### config.mk
export PLATFORM = sky130hd
export DESIGN_NAME = sipo32_loader_flat
export DESIGN_NICKNAME = d
export VERILOG_FILES = /design/src/rtl/sipo32_loader_pkg.sv /design/src/rtl/sipo32_loader_if.sv /design/src/rtl/sipo32_loader_shift.sv /design/src/rtl/sipo32_loader.sv /design/src/flat_wrapper.sv
export SDC_FILE = /design/constraint.sdc
export NUM_CORES = 1
export LEC_CHECK = 0
export CAP_MARGIN = 20
export CORE_MARGIN = 2
export CORE_UTILIZATION = 58
export DETAILED_ROUTE_END_ITERATION = 10
export MAX_ROUTING_LAYER = met4
export PLACE_DENSITY = 0.84
export SKIP_CTS_REPAIR_TIMING = 1
export SLEW_MARGIN = 30
export SYNTH_ARGS = -nofsm -noshare
export SYNTH_HDL_FRONTEND = slang
export SYNTH_SLANG_ARGS = --single-unit
export TNS_END_PERCENT = 20
### constraint.sdc
create_clock -name clk -period 5.2 [get_ports clk]
set_input_delay 1.04 -clock clk [delete_from_list [all_inputs] [get_ports clk]]
set_output_delay 1.04 -clock clk [all_outputs]
set_load 0.005 [all_outputs]
### src/rtl/sipo32_loader_pkg.sv
`default_nettype none
// ============================================================================
// Module      : sipo32_loader_pkg
// Description : Shared types and constants for the sipo32_loader serial-to-
//               parallel front end: controller state encoding and the bit
//               counter width helper.
// Revision    : 1.0 - initial release
// ============================================================================
package sipo32_loader_pkg;

    // Controller state: IDLE waits for the first bit of a word, SHIFT holds a
    // partial word (bit count 1..WIDTH-1).
    typedef enum logic {
        IDLE  = 1'b0,
        SHIFT = 1'b1
    } state_t;

    localparam int DEF_WIDTH = 32;
    localparam int CNT_W     = $clog2(DEF_WIDTH + 1);

    // Counter width able to hold the values 0..width.
    function automatic int cnt_width(input int width);
        return $clog2(width + 1);
    endfunction

endpackage
`default_nettype wire

### src/rtl/sipo32_loader_if.sv
`default_nettype none
// ============================================================================
// Module      : sipo32_loader_if
// Description : Serial input, word output handshake and status signals of the
//               sipo32_loader.
//               slave  : the loader (samples serial input, drives word/flags)
//               master : the environment (drives serial input, consumes word)
// Ports       : sin, sin_en, frame_start, out_ready, clr_err  (to loader)
//               out_word, out_valid, busy, ovr, frame_err      (from loader)
// Revision    : 1.0 - initial release
// ============================================================================
interface sipo32_loader_if #(
    parameter int WIDTH = 32
);
    logic             sin;
    logic             sin_en;
    logic             frame_start;
    logic             out_ready;
    logic             clr_err;
    logic [WIDTH-1:0] out_word;
    logic             out_valid;
    logic             busy;
    logic             ovr;
    logic             frame_err;

    modport slave (
        input  sin, sin_en, frame_start, out_ready, clr_err,
        output out_word, out_valid, busy, ovr, frame_err
    );

    modport master (
        output sin, sin_en, frame_start, out_ready, clr_err,
        input  out_word, out_valid, busy, ovr, frame_err
    );
endinterface
`default_nettype wire

### src/rtl/sipo32_loader_shift.sv
`default_nettype none
// ============================================================================
// Module      : sipo_shift
// Description : WIDTH-bit serial-in shift register with direction select,
//               enable and synchronous clear. nxt is the value the register
//               takes on an enabled edge, so the caller can capture a word
//               on the same edge its last bit arrives.
// Ports       : clk, rst_n (async, active-low), en, clr, din -> nxt
// Revision    : 1.0 - initial release
// ============================================================================
module sipo_shift
    import sipo32_loader_pkg::*;
#(
    parameter int WIDTH     = 32,
    parameter bit MSB_FIRST = 1'b1
) (
    input  wire logic             clk,
    input  wire logic             rst_n,
    input  wire logic             en,
    input  wire logic             clr,
    input  wire logic             din,
    output logic      [WIDTH-1:0] nxt
);

    logic [WIDTH-1:0] r_q;
    logic [WIDTH-1:0] w_base;

    // Clear together with enable starts a fresh word: din becomes bit 0.
    assign w_base = clr ? '0 : r_q;

    generate
        if (MSB_FIRST) begin : g_msb_first
            assign nxt = {w_base[WIDTH-2:0], din};
        end else begin : g_lsb_first
            assign nxt = {din, w_base[WIDTH-1:1]};
        end
    endgenerate

    always_ff @(posedge clk or negedge rst_n) begin
        if (!rst_n) begin
            r_q <= '0;
        end else if (en) begin
            r_q <= nxt;
        end else if (clr) begin
            r_q <= '0;
        end
    end

endmodule
`default_nettype wire

### src/rtl/sipo32_loader.sv
`default_nettype none
// ============================================================================
// Module      : sipo32_loader
// Description : Assembles a bit-serial stream into WIDTH-bit words and offers
//               each completed word through a holding register on a
//               valid/ready handshake. Overruns and truncated frames raise
//               sticky flags cleared by clr_err.
// Ports       : clk  - rising-edge clock
//               R    - asynchronous active-low reset
//               bus  - sipo32_loader_if.slave (serial in, word out, flags)
// Revision    : 1.0 - initial release
// ============================================================================
module sipo32_loader
    import sipo32_loader_pkg::*;
#(
    parameter int WIDTH     = 32,
    parameter bit MSB_FIRST = 1'b1
) (
    input wire logic       clk,
    input wire logic       R,
    sipo32_loader_if.slave bus
);

    localparam int                 C_CNT_W = cnt_width(WIDTH);
    localparam logic [C_CNT_W-1:0] C_LAST  = C_CNT_W'(WIDTH - 1);
    localparam logic [C_CNT_W-1:0] C_ONE   = C_CNT_W'(1);

    state_t             r_state;
    state_t             w_state_nxt;
    logic [C_CNT_W-1:0] r_cnt;
    logic [C_CNT_W-1:0] w_cnt_nxt;
    logic               w_start;
    logic               w_complete;
    logic               w_frame_err_set;
    logic               w_ovr_set;
    logic               w_hold_free;
    logic [WIDTH-1:0]   w_shift_nxt;

    logic [WIDTH-1:0]   r_word;
    logic               r_valid;
    logic               r_ovr;
    logic               r_frame_err;

    sipo_shift #(
        .WIDTH     (WIDTH),
        .MSB_FIRST (MSB_FIRST)
    ) u_shift (
        .clk   (clk),
        .rst_n (R),
        .en    (bus.sin_en),
        .clr   (w_start),
        .din   (bus.sin),
        .nxt   (w_shift_nxt)
    );

    always_ff @(posedge clk or negedge R) begin
        if (!R) begin
            r_state <= IDLE;
            r_cnt   <= '0;
        end else begin
            r_state <= w_state_nxt;
            r_cnt   <= w_cnt_nxt;
        end
    end

    // A word starts on any enabled bit in IDLE, or on frame_start mid-word
    // (which abandons the partial word). With WIDTH >= 2 a starting bit can
    // never also complete a word.
    always_comb begin
        w_state_nxt     = r_state;
        w_cnt_nxt       = r_cnt;
        w_start         = 1'b0;
        w_complete      = 1'b0;
        w_frame_err_set = 1'b0;
        if (bus.sin_en) begin
            if (r_state == IDLE || bus.frame_start) begin
                w_start         = 1'b1;
                w_frame_err_set = (r_state == SHIFT);
                w_cnt_nxt       = C_ONE;
                w_state_nxt     = SHIFT;
            end else if (r_cnt == C_LAST) begin
                w_complete  = 1'b1;
                w_cnt_nxt   = '0;
                w_state_nxt = IDLE;
            end else begin
                w_cnt_nxt = r_cnt + C_ONE;
            end
        end
    end

    // Holding register is free if empty or being consumed this edge.
    assign w_hold_free = !r_valid || bus.out_ready;
    assign w_ovr_set   = w_complete && !w_hold_free;

    always_ff @(posedge clk or negedge R) begin
        if (!R) begin
            r_word  <= '0;
            r_valid <= 1'b0;
        end else if (w_complete && w_hold_free) begin
            r_word  <= w_shift_nxt;
            r_valid <= 1'b1;
        end else if (r_valid && bus.out_ready) begin
            r_valid <= 1'b0;
        end
    end

    // Sticky flags; a set event outranks a clear on the same edge.
    always_ff @(posedge clk or negedge R) begin
        if (!R) begin
            r_ovr       <= 1'b0;
            r_frame_err <= 1'b0;
        end else begin
            r_ovr       <= (r_ovr && !bus.clr_err) || w_ovr_set;
            r_frame_err <= (r_frame_err && !bus.clr_err) || w_frame_err_set;
        end
    end

    assign bus.out_word  = r_word;
    assign bus.out_valid = r_valid;
    assign bus.busy      = (r_state == SHIFT);
    assign bus.ovr       = r_ovr;
    assign bus.frame_err = r_frame_err;

endmodule
`default_nettype wire

### src/flat_wrapper.sv
// flat-port wrapper written by rule: the top's interface ports become plain ports
module sipo32_loader_flat import sipo32_loader_pkg::*;
#(
    parameter int WIDTH     = 32,
    parameter bit MSB_FIRST = 1'b1
)
  (clk, R, bus_sin, bus_sin_en, bus_frame_start, bus_out_ready, bus_clr_err, bus_out_word, bus_out_valid, bus_busy, bus_ovr, bus_frame_err);
  sipo32_loader_if #(.WIDTH(WIDTH)) bus_i ();
  input wire logic clk;
  input wire logic R;
  input wire logic [$bits(bus_i.sin)-1:0] bus_sin;
  input wire logic [$bits(bus_i.sin_en)-1:0] bus_sin_en;
  input wire logic [$bits(bus_i.frame_start)-1:0] bus_frame_start;
  input wire logic [$bits(bus_i.out_ready)-1:0] bus_out_ready;
  input wire logic [$bits(bus_i.clr_err)-1:0] bus_clr_err;
  output wire logic [$bits(bus_i.out_word)-1:0] bus_out_word;
  output wire logic [$bits(bus_i.out_valid)-1:0] bus_out_valid;
  output wire logic [$bits(bus_i.busy)-1:0] bus_busy;
  output wire logic [$bits(bus_i.ovr)-1:0] bus_ovr;
  output wire logic [$bits(bus_i.frame_err)-1:0] bus_frame_err;
  assign bus_i.sin = bus_sin;
  assign bus_i.sin_en = bus_sin_en;
  assign bus_i.frame_start = bus_frame_start;
  assign bus_i.out_ready = bus_out_ready;
  assign bus_i.clr_err = bus_clr_err;
  assign bus_out_word = bus_i.out_word;
  assign bus_out_valid = bus_i.out_valid;
  assign bus_busy = bus_i.busy;
  assign bus_ovr = bus_i.ovr;
  assign bus_frame_err = bus_i.frame_err;
  sipo32_loader #(.WIDTH(WIDTH), .MSB_FIRST(MSB_FIRST)) u_core (.clk(clk), .R(R), .bus(bus_i));
endmodule
Word level (Yosys, flattened, before mapping)

Cells that the tools add are included.

Add/subtract/negate cells: 1
Equal/unequal tests: 1
Muxes and demuxes: 15
Reductions and logical operators: 15
Bitwise logic cells: 1

Operators with widths:

| cell                  | count |
|---|---|
| $mux W31              | 2 |
| $mux W6               | 2 |
| $mux W1               | 11 |
| $add A6 B1 Y6 const B | 1 |
| $eq A6 B5 Y1 const B  | 1 |
| $logic_and A1 B1 Y1   | 5 |
| $logic_or A1 B1 Y1    | 4 |
| $reduce_bool A2 Y1    | 2 |
| $logic_not A1 Y1      | 3 |
| $reduce_and A2 Y1     | 1 |
| $not A1 Y1            | 1 |

Output and inout bits: 36
Input bits: 7
Logic and storage cells: 40
Bits in registers: 73

Longest topological paths before layout

Depth after elaboration: 6
Depth in mapped cells: 5
Depth with buffers taken out: 4

Hierarchy

From an unflattened synthesis, not the netlist that was laid out.

Cells, all modules: 254
Area total of the unflattened synthesis: 3231.8 um^2

By module, submodules not included:

| module        | cells an instance | seq. area each (um^2) | area an instance (um^2) | times used |
|---|---|---|---|---|
| sipo32_loader | 119               | 1051.0                | 1717.9                  | 1 |
| sipo_shift    | 135               | 775.7                 | 1514.0                  | 1 |

Worst setup path before layout

Ideal clock, no wire load.

Path type: input port to flip-flop
Start: input port bus_frame_start
End: register u_core.r_word[11], in the netlist u_core.bus.out_word[11]
Path buffers: 1
Library setup time: 0.125 ns
Stages: 4
Path slack: 2.846 ns
Required time: 5.075 ns
Arrival: 2.229 ns
Path through: nand4b_2 > nor4b_4 > buf_6 > mux2_2

Cells in the longest elaborated chain, start to end: 4
Elaborated cells on any way between the ends: 7
Those cells by class: mux: 5; reduce/logical: 2

Ends and longest elaborated chain:

| what                                                   | RTL line             | RTL |
|---|---|---|
| start: declaration                                     | flat_wrapper.sv:13   | `input wire logic [$bits(bus_i.frame_start)-1:0] bus_frame_start;` |
| $logic_or A1 B1 Y1 (*)                                 | sipo32_loader.sv:76  | `if (r_state == IDLE \|\| bus.frame_start) begin` |
| $mux W1                                                | sipo32_loader.sv:76  |  |
| $mux W1                                                | sipo32_loader.sv:75  | `if (bus.sin_en) begin` |
| $mux W31 / $logic_and A1 B1 Y1 (equally long branches) | n/a                  |  |
| end signal: assignment                                 | sipo32_loader.sv:100 | `r_word <= w_shift_nxt;` |
| end: declaration                                       | sipo32_loader.sv:39  | `logic [WIDTH-1:0] r_word;` |

Every way passes the cells marked *; elsewhere a longest branch is shown, timed or not.
A chain may end at the register's enable or synchronous reset.

Worst setup path after layout

Start: input port bus_frame_start
End: register u_core.r_word[16], in the netlist u_core.bus.out_word[16]

The elaborated chain is that of the path after synthesis.

==> results.py <==
metrics = {
    "run_status": {
        "status": "finished clean",
    },
    "worst_setup_path": {
        "crit_buf_inv": 2,
        "start_kind": "primary input",
        "worstPathMaxFanout": 19,
        "max_stage_delay_ps": 860,
        "critPathRequiredTime_ps": 5420,
        "crit_path_end_kind": "flop",
        "critPathTopFamily": "simple AND/OR/NAND/NOR gates",
        "worstRegToRegCells": 5,
        "cpMaxStageDelayCell": "nor4b_4",
        "worstSetupPathDepth": 5,
        "worstSetupPathType": "primary input to flop",
        "worstPathCellList": "clkdlybuf4s50_1 -> nand4b_2 -> nor4b_4 -> buf_4 -> mux2_2",
        "worstPathArrival_ps": 3450,
    },
    "placed_design": {
        "port_buffers": 42,
        "place_congestion": 0.789,
        "place_worst_setup_slack_ps": 1600,
        "hpwlAfterDp_um": 3430,
    },
    "yosys": {
        "async_flop_share_pct": 100,
        "synth_cells": 290,
        "synth-edff-count": 0,
        "synth_area_um2": 3150,
        "ys_dominant_reg_cell": "dfrtp_1",
        "ys_seq_area_share_pct": 58.0,
        "syn-num-nets": 298,
        "ys_ff_latch": 73,
        "avgSynthCellArea_um2": 10.9,
        "yosysUniqueCellTypes": 33,
        "ys_warn_count": 0,
    },
    "floorplanning": {
        "die_w_um": 77.7,
        "coreArea_um2": 5170,
        "num_rows": 26,
        "ios": 43,
        "dieArea_um2": 6030,
        "die_h_um": 77.7,
        "start_util_pct": 60.9,
    },
    "global_route": {
        "grtUsageTotal_pct": 21.2,
        "grt_pass1_wl_um": 9860,
        "gr-total-overflow": 0,
        "grt_max_degree": 103,
        "antenna_found_initial": 0,
        "first_global_vias": 2204,
    },
    "power": {
        "peakVddDrop_v": 0.000258,
        "power_density_nw_per_um2": 282,
        "p_leak_nw": 1.69,
    },
    "final_layout": {
        "drive_above_1_share_pct": 14.9,
        "final_cell_mix": "73 x dfrtp_1, 40 x clkdlybuf4s50_1, 34 x inv_1, 34 x nand3_1, 34 x o21ai_0",
        "diodes": 0,
        "area_delta_synth_final_pct": 18.9,
        "fin_nets": 334,
        "final_common_cell": "dfrtp_1",
    },
    "timing": {
        "fin_setup_tns_ps": 0,
        "max_slew.worst_pin.slew_ps": 919,
        "finClkSkew_ps": 6.69,
        "final_max_slew_viol_count": 0,
        "setup_viol": 0,
        "fin_ws_ps": 1970,
        "hold_violations": 0,
        "relSlewSlack_pct": 38.5,
        "rsz0062_at_grt": "no",
        "fmax_mhz": 310,
        "period_share_pct": 62.1,
        "min_period_ps": 3230,
    },
    "route": {
        "drt_iter0_drc": 141,
        "viasPerCell": 5.51,
        "drt_wl_total_um": 5720,
        "met3_wirelength_um": 223,
        "top_layer": "met4",
        "met2RoutedLength_um": 2760,
        "drc": 0,
        "drt-met1-wl_um": 2670,
        "ant_nets": 0,
        "avgRoutedWirePerCell_um": 14.4,
        "dr.pass1.iters": 4,
        "vias": 2191,
    },
    "clock_network": {
        "clkLatencyLatePin_ps": 340,
        "cts_inserted_buffers": 9,
        "cts_buffer_depth": 2,
        "cts_tree": "done",
        "clkSinkCount": 73,
        "cts_max_level": 3,
        "cts_root_buffer": "clkbuf_8",
        "clkTransAtPathRegs_ps": 70,
    },
    "min_path": {
        "whs_path_depth": 1,
        "hold_class": "flop to flop",
    },
    "job": {
        "maxCapViolCount": 0,
    },
}
==> registers in the layout, indices dropped and copies added, names as in the netlist, named ones only <==
register / flops
u_core.bus.out_valid: 1
u_core.bus.busy: 1
u_core.r_cnt: 6
u_core.bus.ovr: 1
u_core.u_shift.r_q: 30
u_core.bus.frame_err: 1
u_core.bus.out_word: 32
==> area by class of cell <==
cell class                      count  area, um^2
Fill cell                         379        1430
Clock buffer                       12         135
Multi-Input combinational cell    162        1090
Clock inverter                      1        30.0
Tap cell                           70        87.6
Sequential cell                    73        1830
Timing Repair Buffer               46         444
Inverter                           34         128
==> cell usage after synthesis (all sizes together) (2+ instances only) <==
| cell | count | area [um^2] |
|---|---|---|
| dfrtp | 73 | 1830 |
| o21ai | 35 | 175 |
| inv | 34 | 128 |
| nand3 | 34 | 170 |
| mux2 | 33 | 372 |
| a21oi | 30 | 150 |
| clkbuf | 13 | 48.8 |
| buf | 8 | 56.3 |
| nand2 | 4 | 15.0 |
| nand2b | 3 | 18.8 |
| a21o | 2 | 15.0 |
| nor2 | 2 | 7.51 |
| o211ai | 2 | 15.0 |
| o22ai | 2 | 12.5 |
==> cells by family after synthesis <==
family | synth area share [%]
buffers and inverters | 7.39
flip-flops | 58.0
AO/OA/AOI/OAI | 12.9
AND/OR/NAND/NOR | 9.50
multiplexers | 11.8
adder cells (fa/ha/maj) | 0.397
==> final timing paths <==
check,start,endpoint,slack (ps)
max in group asynchronous,R,u_core.u_shift.r_q[16]$_DFF_PN0_,3960
min reg2reg,u_core.bus.out_word[29]$_DFFE_PN0P_,u_core.bus.out_word[29]$_DFFE_PN0P_,490
min,u_core.bus.out_word[29]$_DFFE_PN0P_,u_core.bus.out_word[29]$_DFFE_PN0P_,490
max reg2reg,u_core.r_cnt[0]$_DFFE_PN0P_,u_core.bus.out_word[16]$_DFFE_PN0P_,2560
max,bus_frame_start,u_core.bus.out_word[16]$_DFFE_PN0P_,1970
min in group asynchronous,R,u_core.bus.ovr$_DFF_PN0_,800
==> power breakdown <==
group          switching, mW  total [mW]  internal [mW]
clock network          0.186       0.401          0.215
logic                 0.0428      0.0630         0.0202
registers             0.0121       0.591          0.579
==> metrics by stage <==
step / utilization [%] / cell area, um^2 / hold slack (ps) / power [mW] / std cells
after floorplan: - / 3150 / 478 / 0.637 / 290
after global placement: 69.1 / 3570 / 470 / 0.661 / 385
after detailed placement: 69.1 / 3580 / 477 / 0.664 / 385
after CTS: 72.3 / 3740 / 497 / 1.06 / 398
after global routing: 72.4 / 3740 / 516 / 1.10 / 398
final: 72.4 / 3740 / 490 / 1.05 / 398
==> metal layers <==
metal,vias to the layer above,GRT usage [%]
met1,1070,26.9
met4,0,9.29
li1,1064,-
met2,45,33.3
met3,12,4.53
met5,-,-
Power figures use the tool's default switching activity.
